### src/rtl/i2c_target_pkg.sv
// Shared types and constants for the clocked I2C register-file target.
package i2c_target_pkg;

  typedef enum logic [3:0] {
    IDLE      = 4'd0,
    ADDR      = 4'd1,
    ADDR_ACK  = 4'd2,
    PTR       = 4'd3,
    PTR_ACK   = 4'd4,
    WDATA     = 4'd5,
    WDATA_ACK = 4'd6,
    RDATA     = 4'd7,
    RDATA_ACK = 4'd8,
    WAIT_STOP = 4'd9
  } state_t;

  localparam int   I2C_BYTE_BITS = 8;
  localparam logic RW_READ       = 1'b1;

  // Sub-phases of an acknowledge slot.
  localparam logic [1:0] PH_DRIVE  = 2'd0;
  localparam logic [1:0] PH_SAMPLE = 2'd1;
  localparam logic [1:0] PH_RELOAD = 2'd2;

endpackage

### src/rtl/i2c_line_filter.sv
// Synchroniser plus run-length filter for one I2C line, with one-clk edge pulses.
module i2c_line_filter #(
  parameter int FILT_LEN = 3
) (
  input  logic clk,
  input  logic rst,
  input  logic raw,
  output logic filt,
  output logic rise,
  output logic fall
);

  localparam int CW = $clog2(FILT_LEN + 1);

  logic [1:0]    sync_r;
  logic [CW-1:0] cnt_r;
  logic          filt_r;
  logic          rise_r;
  logic          fall_r;

  // Filtered level flips only after FILT_LEN consecutive disagreeing samples.
  always_ff @(posedge clk) begin
    if (rst) begin
      sync_r <= 2'b11;
      cnt_r  <= '0;
      filt_r <= 1'b1;
      rise_r <= 1'b0;
      fall_r <= 1'b0;
    end else begin
      sync_r <= {sync_r[0], raw};
      rise_r <= 1'b0;
      fall_r <= 1'b0;
      if (sync_r[1] != filt_r) begin
        if (cnt_r == CW'(FILT_LEN - 1)) begin
          filt_r <= sync_r[1];
          cnt_r  <= '0;
          rise_r <= sync_r[1];
          fall_r <= ~sync_r[1];
        end else begin
          cnt_r <= cnt_r + CW'(1);
        end
      end else begin
        cnt_r <= '0;
      end
    end
  end

  assign filt = filt_r;
  assign rise = rise_r;
  assign fall = fall_r;

endmodule

### src/rtl/i2c_target_regfile.sv
// Clocked I2C target exposing a register window with auto-incrementing pointer.
module i2c_target_regfile
  import i2c_target_pkg::*;
#(
  parameter logic [6:0] TARGET_ADDR = 7'h2A,
  parameter int          NUM_REGS    = 11,
  parameter int          FILT_LEN    = 3,
  localparam int         PW          = $clog2(NUM_REGS)
) (
  input  logic          clk,
  input  logic          rst,
  input  logic          scl_in,
  input  logic          sda_in,
  output logic          sda_oe,
  output logic          wr_en,
  output logic [PW-1:0] wr_addr,
  output logic [7:0]    wr_data,
  output logic [PW-1:0] rd_addr,
  input  logic [7:0]    rd_data,
  output logic          busy
);

  localparam logic [2:0] LAST_BIT = 3'(I2C_BYTE_BITS - 1);

  logic scl_filt_s, scl_rise_s, scl_fall_s;
  logic sda_filt_s, sda_rise_s, sda_fall_s;
  logic start_s, stop_s, last_bit_s;
  logic [I2C_BYTE_BITS-1:0] byte_s;

  state_t                   state_r;
  logic [2:0]               bit_cnt_r;
  logic [I2C_BYTE_BITS-1:0] shift_r;
  logic [PW-1:0]            ptr_r;
  logic [1:0]               phase_r;
  logic                     rw_r;
  logic                     sda_oe_r;
  logic                     wr_en_r;
  logic [PW-1:0]            wr_addr_r;
  logic [7:0]               wr_data_r;
  logic                     busy_r;

  i2c_line_filter #(.FILT_LEN(FILT_LEN)) u_scl_filt (
    .clk  (clk),
    .rst  (rst),
    .raw  (scl_in),
    .filt (scl_filt_s),
    .rise (scl_rise_s),
    .fall (scl_fall_s)
  );

  i2c_line_filter #(.FILT_LEN(FILT_LEN)) u_sda_filt (
    .clk  (clk),
    .rst  (rst),
    .raw  (sda_in),
    .filt (sda_filt_s),
    .rise (sda_rise_s),
    .fall (sda_fall_s)
  );

  assign start_s    = sda_fall_s & scl_filt_s;
  assign stop_s     = sda_rise_s & scl_filt_s;
  assign byte_s     = {shift_r[I2C_BYTE_BITS-2:0], sda_filt_s};
  assign last_bit_s = (bit_cnt_r == LAST_BIT);

  function automatic logic [PW-1:0] ptr_inc(input logic [PW-1:0] p);
    if (p == PW'(NUM_REGS - 1)) begin
      return '0;
    end else begin
      return p + PW'(1);
    end
  endfunction

  // Protocol FSM: bits sampled on SCL rise, SDA drive changed only on SCL fall.
  always_ff @(posedge clk) begin
    if (rst) begin
      state_r   <= IDLE;
      bit_cnt_r <= 3'd0;
      shift_r   <= '0;
      ptr_r     <= '0;
      phase_r   <= PH_DRIVE;
      rw_r      <= 1'b0;
      sda_oe_r  <= 1'b0;
      wr_en_r   <= 1'b0;
      wr_addr_r <= '0;
      wr_data_r <= 8'h00;
      busy_r    <= 1'b0;
    end else begin
      wr_en_r <= 1'b0;
      if (wr_en_r) begin
        ptr_r <= ptr_inc(ptr_r);
      end
      if (start_s) begin
        state_r   <= ADDR;
        bit_cnt_r <= 3'd0;
        phase_r   <= PH_DRIVE;
        sda_oe_r  <= 1'b0;
      end else if (stop_s) begin
        state_r  <= IDLE;
        phase_r  <= PH_DRIVE;
        sda_oe_r <= 1'b0;
        busy_r   <= 1'b0;
      end else begin
        case (state_r)
          IDLE: begin
            sda_oe_r <= 1'b0;
          end
          ADDR: begin
            if (scl_rise_s) begin
              shift_r   <= byte_s;
              bit_cnt_r <= bit_cnt_r + 3'd1;
              if (last_bit_s) begin
                // Address 0 is the general call and is never claimed.
                if ((byte_s[7:1] == TARGET_ADDR) && (byte_s[7:1] != 7'd0)) begin
                  state_r <= ADDR_ACK;
                  busy_r  <= 1'b1;
                  rw_r    <= byte_s[0];
                end else begin
                  state_r <= WAIT_STOP;
                end
              end
            end
          end
          ADDR_ACK: begin
            if (scl_fall_s) begin
              if (phase_r == PH_DRIVE) begin
                sda_oe_r <= 1'b1;
                phase_r  <= PH_SAMPLE;
              end else begin
                phase_r   <= PH_DRIVE;
                bit_cnt_r <= 3'd0;
                if (rw_r == RW_READ) begin
                  shift_r  <= rd_data;
                  sda_oe_r <= ~rd_data[7];
                  state_r  <= RDATA;
                end else begin
                  sda_oe_r <= 1'b0;
                  state_r  <= PTR;
                end
              end
            end
          end
          PTR: begin
            if (scl_rise_s) begin
              shift_r   <= byte_s;
              bit_cnt_r <= bit_cnt_r + 3'd1;
              if (last_bit_s) begin
                if ({1'b0, byte_s} < 9'(NUM_REGS)) begin
                  ptr_r   <= byte_s[PW-1:0];
                  state_r <= PTR_ACK;
                end else begin
                  state_r <= WAIT_STOP;
                end
              end
            end
          end
          PTR_ACK, WDATA_ACK: begin
            if (scl_fall_s) begin
              if (phase_r == PH_DRIVE) begin
                sda_oe_r <= 1'b1;
                phase_r  <= PH_SAMPLE;
              end else begin
                sda_oe_r  <= 1'b0;
                phase_r   <= PH_DRIVE;
                bit_cnt_r <= 3'd0;
                state_r   <= WDATA;
              end
            end
          end
          WDATA: begin
            if (scl_rise_s) begin
              shift_r   <= byte_s;
              bit_cnt_r <= bit_cnt_r + 3'd1;
              if (last_bit_s) begin
                wr_en_r   <= 1'b1;
                wr_addr_r <= ptr_r;
                wr_data_r <= byte_s;
                state_r   <= WDATA_ACK;
              end
            end
          end
          RDATA: begin
            if (scl_rise_s) begin
              bit_cnt_r <= bit_cnt_r + 3'd1;
              if (last_bit_s) begin
                phase_r <= PH_DRIVE;
                state_r <= RDATA_ACK;
              end
            end else if (scl_fall_s) begin
              shift_r  <= {shift_r[I2C_BYTE_BITS-2:0], shift_r[I2C_BYTE_BITS-1]};
              sda_oe_r <= ~shift_r[I2C_BYTE_BITS-2];
            end
          end
          RDATA_ACK: begin
            case (phase_r)
              PH_DRIVE: begin
                if (scl_fall_s) begin
                  sda_oe_r <= 1'b0;
                  phase_r  <= PH_SAMPLE;
                end
              end
              PH_SAMPLE: begin
                if (scl_rise_s) begin
                  if (sda_filt_s) begin
                    phase_r <= PH_DRIVE;
                    state_r <= WAIT_STOP;
                  end else begin
                    // Advance now so rd_data has settled by the reload fall.
                    ptr_r   <= ptr_inc(ptr_r);
                    phase_r <= PH_RELOAD;
                  end
                end
              end
              PH_RELOAD: begin
                if (scl_fall_s) begin
                  shift_r   <= rd_data;
                  sda_oe_r  <= ~rd_data[7];
                  bit_cnt_r <= 3'd0;
                  phase_r   <= PH_DRIVE;
                  state_r   <= RDATA;
                end
              end
              default: begin
                phase_r <= PH_DRIVE;
              end
            endcase
          end
          WAIT_STOP: begin
            sda_oe_r <= 1'b0;
          end
          default: begin
            state_r  <= IDLE;
            sda_oe_r <= 1'b0;
          end
        endcase
      end
    end
  end

  assign sda_oe  = sda_oe_r;
  assign wr_en   = wr_en_r;
  assign wr_addr = wr_addr_r;
  assign wr_data = wr_data_r;
  assign rd_addr = ptr_r;
  assign busy    = busy_r;

endmodule

### config.mk
export PLATFORM = sky130hd
export DESIGN_NAME = i2c_target_regfile
export DESIGN_NICKNAME = d
export VERILOG_FILES = /design/src/rtl/i2c_target_pkg.sv /design/src/rtl/i2c_line_filter.sv /design/src/rtl/i2c_target_regfile.sv
export SDC_FILE = /design/constraint.sdc
export NUM_CORES = 1
export LEC_CHECK = 0
export CAP_MARGIN = 20
export CORE_MARGIN = 2
export CORE_UTILIZATION = 56
export CTS_BUF_LIST = sky130_fd_sc_hd__clkbuf_16
export DETAILED_ROUTE_END_ITERATION = 6
export PLACE_DENSITY = 0.8
export RECOVER_POWER = 50
export SLEW_MARGIN = 30
export SYNTH_ARGS = -nofsm -noshare
export SYNTH_HDL_FRONTEND = slang
export SYNTH_SLANG_ARGS = --single-unit
### constraint.sdc
create_clock -name clk -period 2.45 [get_ports clk]
set_clock_uncertainty 0.1 [all_clocks]
set_input_delay 0.49 -clock clk [delete_from_list [all_inputs] [get_ports clk]]
set_output_delay 0.49 -clock clk [all_outputs]
set_load 0.02 [all_outputs]
==> results of run 1 <==
[registers in the layout, summed over array words and instances, names as in the netlist, 2 cells and up]
register	count
rd_addr	4
wr_data	8
u_sda_filt.sync_r	2
bit_cnt_r	3
phase_r	2
u_scl_filt.cnt_r	2
u_sda_filt.cnt_r	2
wr_addr	4
u_scl_filt.sync_r	2
state_r	4
shift_r	8
[worst max-delay path: cells and delay by family, from the launching register on]
kind | cells | cell delay [ns]
and+or+nand+nor | 2 | 0.73
AOI/OAI and AO/OA | 3 | 0.80
DFF | 1 | 0.43
[per-layer routing]
metal,GRT usage [%],vias up
li1,-,1202
met1,36.10,1117
met2,36.81,100
met3,6.036,8
met4,6.667,0
met5,0,-
[cells by family after synthesis]
| family | after synthesis | share of synthesized area (%) |
|---|---|---|
| compound gates | 74 | 20.12 |
| xor+xnor | 4 | 1.292 |
| fa+ha+maj | 6 | 2.769 |
| buf+inv | 31 | 4.753 |
| flops | 51 | 37.66 |
| mux | 20 | 7.383 |
| simple gates | 134 | 26.03 |
[path summary, 6_finish.rpt]
kind	cells after the start	end	slack, ns	startpoint
setup / recovery	5	state_r[0]$_SDFFE_PP0P_	0.24	shift_r[1]$_SDFFE_PP0P_
hold / removal	1	u_scl_filt.sync_r[1]$_SDFF_PP1_	0.32	u_scl_filt.sync_r[0]$_SDFF_PP1_
setup reg to reg	5	state_r[0]$_SDFFE_PP0P_	0.24	shift_r[1]$_SDFFE_PP0P_
hold reg to reg	1	u_scl_filt.sync_r[1]$_SDFF_PP1_	0.32	u_scl_filt.sync_r[0]$_SDFF_PP1_
[where the power goes]
group	total, uW	switching (uW)	internal, uW
sequential	836	2.94	833
clock	766	290	476
combinational	45.9	22.2	23.6
[placed cells by master (no fill, tap or decap), drive strengths merged, types with 4 or more instances in the layout]
master and n:
a21oi 15, or3 4, clkdlybuf4s50 15, o21ai 12, a22oi 4, dfxtp 51
buf 12, nand2b 6, dlygate4sd3 15, mux2i 20, o21bai 5, ha 6
inv 8, o22ai 4, nor2 43, nor4bb 5, clkbuf 6, nand2 34
or2 6, nor2b 7, nand3 5, a311oi 7
[through the flow]
step | setup WS, ns | area [um2] | hold WS [ns]
CTS | 0.3056 | 3241 | 0.3142
finish | 0.2406 | 3238 | 0.3151
global placement | 0.4035 | 3078 | 0.2929
global route | 0.2041 | 3238 | 0.3320
detailed placement | 0.3360 | 3078 | 0.2985
floorplan | 0.4556 | 2711 | 0.2895
[area by class of cell]
| cell class | instances | area [um2] | share of cell area (%) |
|---|---|---|---|
| inverters | 8 | 30.03 | 0.9274 |
| repair buffers | 43 | 395.4 | 12.21 |
| flip-flops and latches | 51 | 1021 | 31.53 |
| clock inverters | 2 | 37.54 | 1.159 |
| well taps | 54 | 67.56 | 2.087 |
| multi-input cells | 238 | 1562 | 48.22 |
| clock buffers | 5 | 125.1 | 3.864 |
==> run_results.csv, run 1 <==
group,metric,value,unit
status,outcome,"finished clean",
logic_synthesis,synthCells,320,
detailed_routing,wl_per_cell,15.72,um
logic_synthesis,avgSynthCellArea,8.473,um2
pwr,p_leak,0.001282,uW
floorplanning,design.core.area,4692,um2
sta,setup_viol,0,
sta,worst_slew_pin_slew,0.5814,ns
setup_path,setup.worst_path.end_class,"flip-flop",
logic_synthesis,synth_top_cell_by_area,"dfxtp_1",
cells_and_area,syn_to_final_growth,19.43,%
cells_and_area,drive_gt1_share,9.222,%
sta,period_share,90.18,%
setup_path,critical_path_class,"reg2reg",
cts,ctsLongestPathBuffers,2,
logic_synthesis,ys_ff_latch,51,
placement,place_congestion,0.8883,
logic_synthesis,synth_common_cells,"51 x dfxtp_1, 43 x nor2_1, 34 x nand2_1, 20 x mux2i_1, 17 x clkbuf_1",
cts,cts_buffers,5,
cts,hold_buffers,0,
sta,max_slew_margin,60.88,%
global_route,grt_max_degree,25,
global_route,grt_pass1_vias,2162,
cts,path_clk_slew,0.07,ns
sta,fin_crit,2.209,ns
logic_synthesis,syn_nets,338,
placement,place_inst,394,
sta,hold_viol,0,
logic_synthesis,syn-cell-area,2711,um2
floorplanning,fp-row-count,25,
detailed_routing,initialDrtViolationCount,205,
logic_synthesis,yosysMostFrequentCell,"dfxtp_1",
floorplanning,die_height,73.58,um
setup_path,crit_path_cell_trace,"or4b_2 -> o41ai_1 -> nor4_1 -> a221oi_1 -> a221oi_1",
sta,finalSetupTns,0,ns
pwr,pwr_density_cell,509.0,nW/um2
logic_synthesis,synth_top_area_share,37.66,%
logic_synthesis,yosysSeqAreaShare,37.66,%
cells_and_area,instances_no_fill,401,
cts,root_buffer,"clkbuf_16",
floorplanning,die_x,73.58,um
detailed_routing,drc_errors,0,
setup_path,crit_fanout,6,
placement,hpwlAfterDp,4.314,mm
detailed_routing,routed_via_density,6.052,
detailed_routing,wirelength_met1,2.964,mm
logic_synthesis,synth_enable_flop_cells,0,
detailed_routing,dr.pass1.iters,5,
job,drv_cap,0,
cells_and_area,fin_util,69.01,%
logic_synthesis,yosysUniqueCellTypes,61,
logic_synthesis,synthTopCellsByArea,"dfxtp_1 38%, mux2i_1 7.4%, nor2_1 6.0%, nand2_1 4.7%, a21oi_1 2.8%",
cts,cts_setup_buffers,0,
detailed_routing,ant_nets,0,
cells_and_area,antenna_cells,0,
logic_synthesis,synth-main-ff-cell,"dfxtp_1",
cts,cts_resized,0,
global_route,grt-ovfl-total,0,
cts,cts_max_level,2,
global_route,track_usage,24.86,%
setup_path,startpoint_type,"flip-flop",
detailed_routing,route.met2.wl,2.837,mm
setup_path,crit_arrival,2.25,ns
floorplanning,die-area,5414,um2
cts,cts_num_sinks,51,
sta,rsz0062_at_grt,"false",
logic_synthesis,synthArstFlopShare,0,%
setup_path,crit_top_cell,"a221oi_1",
global_route,grt_first_pass_wirelength,10.54,mm
pwr,irDropWorstVdd,0.3754,mV
cells_and_area,nets,365,
cts,clock_latency,0.29,ns
hold_path,hp-class,"reg2reg",
detailed_routing,vias,2427,
floorplanning,start_util,57.79,%
setup_path,max_stage_delay,0.63,ns
detailed_routing,wirelength,6.304,mm
detailed_routing,wl_met3,446,um
floorplanning,ios,31,
setup_path,cpMaxStageDelayCell,"or4b_2",
global_route,grt_antenna_before_repair,0,
cts,cts_tree,"done",
setup_path,required,2.49,ns
detailed_routing,route.top_layer_used,"met4",
pwr,p_total,1648,uW
cells_and_area,n_fill_cell,365,
logic_synthesis,yosysWarnings,0,
sta,finalMaxSlewViolations,0,
sta,fmax,0.4526,GHz
placement,port_buffers,30,
Power figures use the tool's default switching activity.
==> inputs of run 2 (changes only) <==
Settings changed: TNS_END_PERCENT set to 1.
Clock period 2.45 ns to 2.1 ns, I/O delays scaled along.
==> run_results.csv, run 2 (synthesis results as in run 1) <==
group,metric,value,unit
status,outcome,"finished, violations left",
hold_path,hp-class,"reg2reg",
setup_path,crit_fanout,2,
floorplanning,die_height,73.58,um
cts,root_buffer,"clkbuf_16",
sta,hold_viol,0,
cts,cts_tree,"done",
cells_and_area,final_cell_mix,"50 x dfxtp_1, 43 x nor2_1, 34 x nand2_1",
cells_and_area,syn_to_final_growth,25.01,%
sta,finalHoldWorstSlack,0.3160,ns
setup_path,critical_path_class,"reg2reg",
hold_path,min_to,"u_scl_filt.sync_r[1]$_SDFF_PP1_",
detailed_routing,drc_errors,0,
hold_path,min_from,"u_scl_filt.sync_r[0]$_SDFF_PP1_",
sta,max_slew_margin,68.03,%
cts,clock_latency,0.29,ns
detailed_routing,wl_per_cell,16.25,um
setup_path,startpoint_type,"flip-flop",
cells_and_area,drive_gt1_share,14.33,%
detailed_routing,ant_nets,0,
setup_path,r2r-end,"state_r[0]$_SDFFE_PP0P_",
global_route,met1_usage,34.98,%
sta,setup_ws,-0.008653,ns
floorplanning,die_x,73.58,um
detailed_routing,vias,2566,
setup_path,setup.worst_path.end_class,"flip-flop",
cells_and_area,nets,380,
global_route,grt_antenna_before_repair,0,
cells_and_area,antenna_cells,0,
setup_path,crit_top_cell,"a221oi_1",
pwr,p_total,1843,uW
placement,place_inst,409,
cts,cts_max_level,2,
global_route,grt_pass1_vias,2366,
cts,hold_buffers,0,
setup_path,crit_arrival,2.17,ns
sta,setup_viol,1,
sta,period_share,100.4,%
pwr,pwr_density_cell,543.7,nW/um2
setup_path,rrSetupSlack,-0.009,ns
setup_path,ff2ff_path_depth,5,
cts,cts_buffers,5,
floorplanning,fp-row-count,25,
setup_path,cpMaxStageDelayCell,"or4b_2",
sta,finalMaxSlewViolations,0,
placement,port_buffers,30,
sta,fmax,0.4742,GHz
cts,cts_num_sinks,51,
status,violations,"negative setup slack",
global_route,grt-busiest-layer,"met2",
detailed_routing,initialDrtViolationCount,217,
cells_and_area,layout_commonest_cell,"dfxtp_1",
sta,rsz0062_at_grt,"true",
floorplanning,ios,31,
cts,path_clk_slew,0.07,ns
sta,fin_crit,2.109,ns
pwr,irDropWorstVdd,0.5121,mV
placement,hpwlAfterDp,4.721,mm
job,drv_cap,0,
placement,dp_slack,0.01777,ns
pwr,p_leak,0.001374,uW
hold_path,whs_path_depth,1,
setup_path,regToRegStartpoint,"shift_r[6]$_SDFFE_PP0P_",
setup_path,required,2.16,ns
setup_path,crit_path_cell_trace,"or4b_2 -> o41ai_4 -> nor4_1 -> a221oi_1 -> a221oi_1",
cts,cts_setup_buffers,0,
setup_path,max_stage_delay,0.73,ns
floorplanning,die-area,5414,um2
detailed_routing,dr.pass1.iters,5,
sta,worst_slew_pin_slew,0.4796,ns
global_route,grt_first_pass_wirelength,11.01,mm
global_route,grt_use_met2,41.77,%
global_route,grt-ovfl-total,0,
global_route,grt_max_degree,23,
cells_and_area,instances_no_fill,417,
floorplanning,design.core.area,4692,um2
cells_and_area,n_fill_cell,338,
placement,place_congestion,0.9067,
detailed_routing,routed_via_density,6.153,
global_route,met3_usage,6.447,%
detailed_routing,wirelength,6.776,mm
cts,ctsLongestPathBuffers,2,
global_route,track_usage,26.29,%
floorplanning,start_util,57.79,%
-- run 2: what timing repair did --
| item | CTS | global route |
|---|---|---|
| pin swaps | 0 | 2 |
| resized for setup | 1 | 5 |
| endpoints found under the setup margin | 1 | 10 |
| endpoints found under the hold margin | 0 | 0 |
-- run 2: worst max path at each step --
| stage | endpoint | slack, ns | start | depth (start not counted) |
|---|---|---|---|---|
| after floorplan | state_r[0]$_SDFFE_PP0P_ | 0.11 | shift_r[6]$_SDFFE_PP0P_ | 5 |
| after global placement | state_r[0]$_SDFFE_PP0P_ | 0.10 | shift_r[6]$_SDFFE_PP0P_ | 5 |
| after detailed placement | state_r[0]$_SDFFE_PP0P_ | 0.02 | shift_r[6]$_SDFFE_PP0P_ | 5 |
| after CTS | state_r[0]$_SDFFE_PP0P_ | 0.02 | shift_r[6]$_SDFFE_PP0P_ | 5 |
| after global routing | state_r[1]$_SDFFE_PP0P_ | -0.06 | shift_r[6]$_SDFFE_PP0P_ | 5 |
| final | state_r[0]$_SDFFE_PP0P_ | -0.009 | shift_r[6]$_SDFFE_PP0P_ | 5 |
-- run 2: area by class of cell --
class	count	area (um2)	area share [%]
clock buffers	5	125.1	3.691
clock inverters	3	20.02	0.5906
inverters	8	30.03	0.8859
multi-input cells	238	1594	47.03
flip-flops and latches	51	1022	30.16
well taps	54	67.56	1.993
repair buffers	58	530.5	15.65
-- run 2: power by group --
part | switching, uW | total [uW] | leakage [uW] | internal (uW)
clock network | 368 | 811 | 0.0000716 | 442
registers | 3.09 | 975 | 0.000412 | 972
logic | 28.0 | 57.5 | 0.000890 | 29.6
-- run 2: stage by stage --
step | area, um2 | TNS, ns | utilization, %
after floorplan | 2711 | 0 | -
after global placement | 3216 | 0 | 68.53
after detailed placement | 3216 | 0 | 68.53
after CTS | 3368 | 0 | 71.79
after global routing | 3390 | -0.1175 | 72.24
final | 3390 | -0.008653 | 72.24
-- run 2: critical path, delay by kind of cell, from the launching register on --
family          cells  cell delay (ns)
compound gates      3             0.73
flops               1             0.31
simple gates        2             0.83
-- run 2: layer usage --
metal	wire (um)	vias to the layer above	share of wire (%)
met5	0	-	0
met3	447	19	6.6
met4	144	0	2.1
li1	-	1234	-
met2	3076	118	45
met1	3108	1195	46
==> inputs of run 3 (changes only) <==
Settings changed: SKIP_CTS_REPAIR_TIMING set to 1.
==> run_results.csv, run 3 (synthesis results as in run 1) <==
group,metric,value,unit
hold_path,min_to,"u_scl_filt.sync_r[1]$_SDFF_PP1_",
cts,clock_latency,0.29,ns
placement,place_inst,409,
placement,port_buffers,30,
status,violations,"negative setup slack",
global_route,grt-busiest-layer,"met2",
detailed_routing,routed_via_density,6.058,
cts,root_buffer,"clkbuf_16",
cells_and_area,instances_no_fill,417,
sta,rsz0062_at_grt,"true",
setup_path,setup.worst_path.end_class,"flip-flop",
detailed_routing,wl_per_cell,16.07,um
sta,fin_crit,2.137,ns
cells_and_area,layout_commonest_cell,"dfxtp_1",
cts,cts_tree,"done",
cts,cts_max_level,2,
floorplanning,die_height,73.58,um
floorplanning,fp-row-count,25,
detailed_routing,ant_nets,0,
global_route,grt-ovfl-total,0,
setup_path,rrSetupSlack,-0.04,ns
setup_path,crit_top_cell,"a221oi_1",
floorplanning,die_x,73.58,um
global_route,grt_first_pass_wirelength,10.98,mm
cts,ctsLongestPathBuffers,2,
setup_path,max_stage_delay,0.72,ns
setup_path,startpoint_type,"flip-flop",
hold_path,min_from,"u_scl_filt.sync_r[0]$_SDFF_PP1_",
cells_and_area,n_fill_cell,338,
floorplanning,die-area,5414,um2
setup_path,crit_buf_inv,0,
cells_and_area,multiInputGateArea,1594,um2
cts,path_clk_slew,0.07,ns
pwr,pwr_density_cell,540.9,nW/um2
hold_path,hp-class,"reg2reg",
floorplanning,start_util,57.79,%
setup_path,required,2.15,ns
cells_and_area,seq_area,1022,um2
setup_path,path_delay_family,"simple AND/OR/NAND/NOR gates",
global_route,grt_antenna_before_repair,0,
setup_path,cpMaxStageDelayCell,"or4b_2",
cts,cts_num_sinks,51,
sta,finalMaxSlewViolations,0,
global_route,grt_use_met2,41.47,%
status,outcome,"finished, violations left",
sta,fmax,0.4680,GHz
sta,worst_slew_pin_slew,0.4713,ns
sta,finalHoldWorstSlack,0.3158,ns
placement,hpwlAfterDp,4.721,mm
cts,cts_buffers,5,
global_route,grt_max_degree,23,
global_route,track_usage,26.23,%
detailed_routing,drc_errors,0,
pwr,p_total,1834,uW
detailed_routing,dr.pass1.iters,4,
cells_and_area,antenna_cells,0,
placement,place_congestion,0.9067,
setup_path,path_depth,5,
global_route,met1_usage,35.07,%
global_route,met3_usage,6.447,%
pwr,p_leak,0.001374,uW
cells_and_area,nets,380,
detailed_routing,vias,2526,
floorplanning,design.core.area,4692,um2
sta,max_slew_margin,68.58,%
setup_path,crit_arrival,2.19,ns
setup_path,r2r-end,"state_r[0]$_SDFFE_PP0P_",
floorplanning,ios,31,
setup_path,critical_path_class,"reg2reg",
cells_and_area,syn_to_final_growth,25.01,%
sta,setup_ws,-0.03689,ns
hold_path,whs_path_depth,1,
sta,setup_viol,1,
sta,period_share,101.8,%
setup_path,crit_fanout,2,
setup_path,crit_path_cell_trace,"or4b_2 -> o41ai_4 -> nor4_1 -> a221oi_1 -> a221oi_1",
pwr,irDropWorstVdd,0.5097,mV
global_route,grt_pass1_vias,2379,
sta,hold_viol,0,
setup_path,ff2ff_path_depth,5,
cells_and_area,final_cell_mix,"50 x dfxtp_1, 43 x nor2_1, 34 x nand2_1",
job,drv_cap,0,
setup_path,regToRegStartpoint,"shift_r[6]$_SDFFE_PP0P_",
detailed_routing,wirelength,6.702,mm
detailed_routing,initialDrtViolationCount,223,
cells_and_area,drive_gt1_share,14.33,%
run 3: cell counts in the layout (fill, tap and decap cells not counted):
Identical to the previous run, type by type.
run 3: per-layer routing:
metal | wire [um] | vias to the layer above
li1 | - | 1236
met1 | 2987 | 1184
met2 | 3112 | 92
met3 | 457 | 14
met4 | 144 | 0
met5 | 0 | -
run 3: per-stage QoR:
stage | util (%) | setup slack, ns | cell area (um2) | TNS, ns
after floorplan | - | 0.1056 | 2711 | 0
after global placement | 68.53 | 0.1016 | 3216 | 0
after detailed placement | 68.53 | 0.01777 | 3216 | 0
after CTS | 71.63 | -0.1018 | 3361 | -0.1018
after global routing | 72.24 | -0.05853 | 3390 | -0.1175
final | 72.24 | -0.03689 | 3390 | -0.03689
run 3: where the power goes:
group	total (uW)	switching, uW	internal [uW]
Clock	802	360	442
Sequential	975	3.07	972
Combinational	57.2	27.6	29.6
run 3: how the worst max path moves through the flow:
| stage | startpoint | to |
|---|---|---|
| after CTS | shift_r[6]$_SDFFE_PP0P_ | state_r[0]$_SDFFE_PP0P_ |
| after floorplan | shift_r[6]$_SDFFE_PP0P_ | state_r[0]$_SDFFE_PP0P_ |
| after global placement | shift_r[6]$_SDFFE_PP0P_ | state_r[0]$_SDFFE_PP0P_ |
| after detailed placement | shift_r[6]$_SDFFE_PP0P_ | state_r[0]$_SDFFE_PP0P_ |
| final | shift_r[6]$_SDFFE_PP0P_ | state_r[0]$_SDFFE_PP0P_ |
| after global routing | shift_r[6]$_SDFFE_PP0P_ | state_r[1]$_SDFFE_PP0P_ |
run 3: layout make-up:
class	count	area share, %
Clock inverter	3	0.5906
Sequential cell	51	30.16
Tap cell	54	1.993
Inverter	8	0.8859
Clock buffer	5	3.691
Multi-Input combinational cell	238	47.03
Timing Repair Buffer	58	15.65
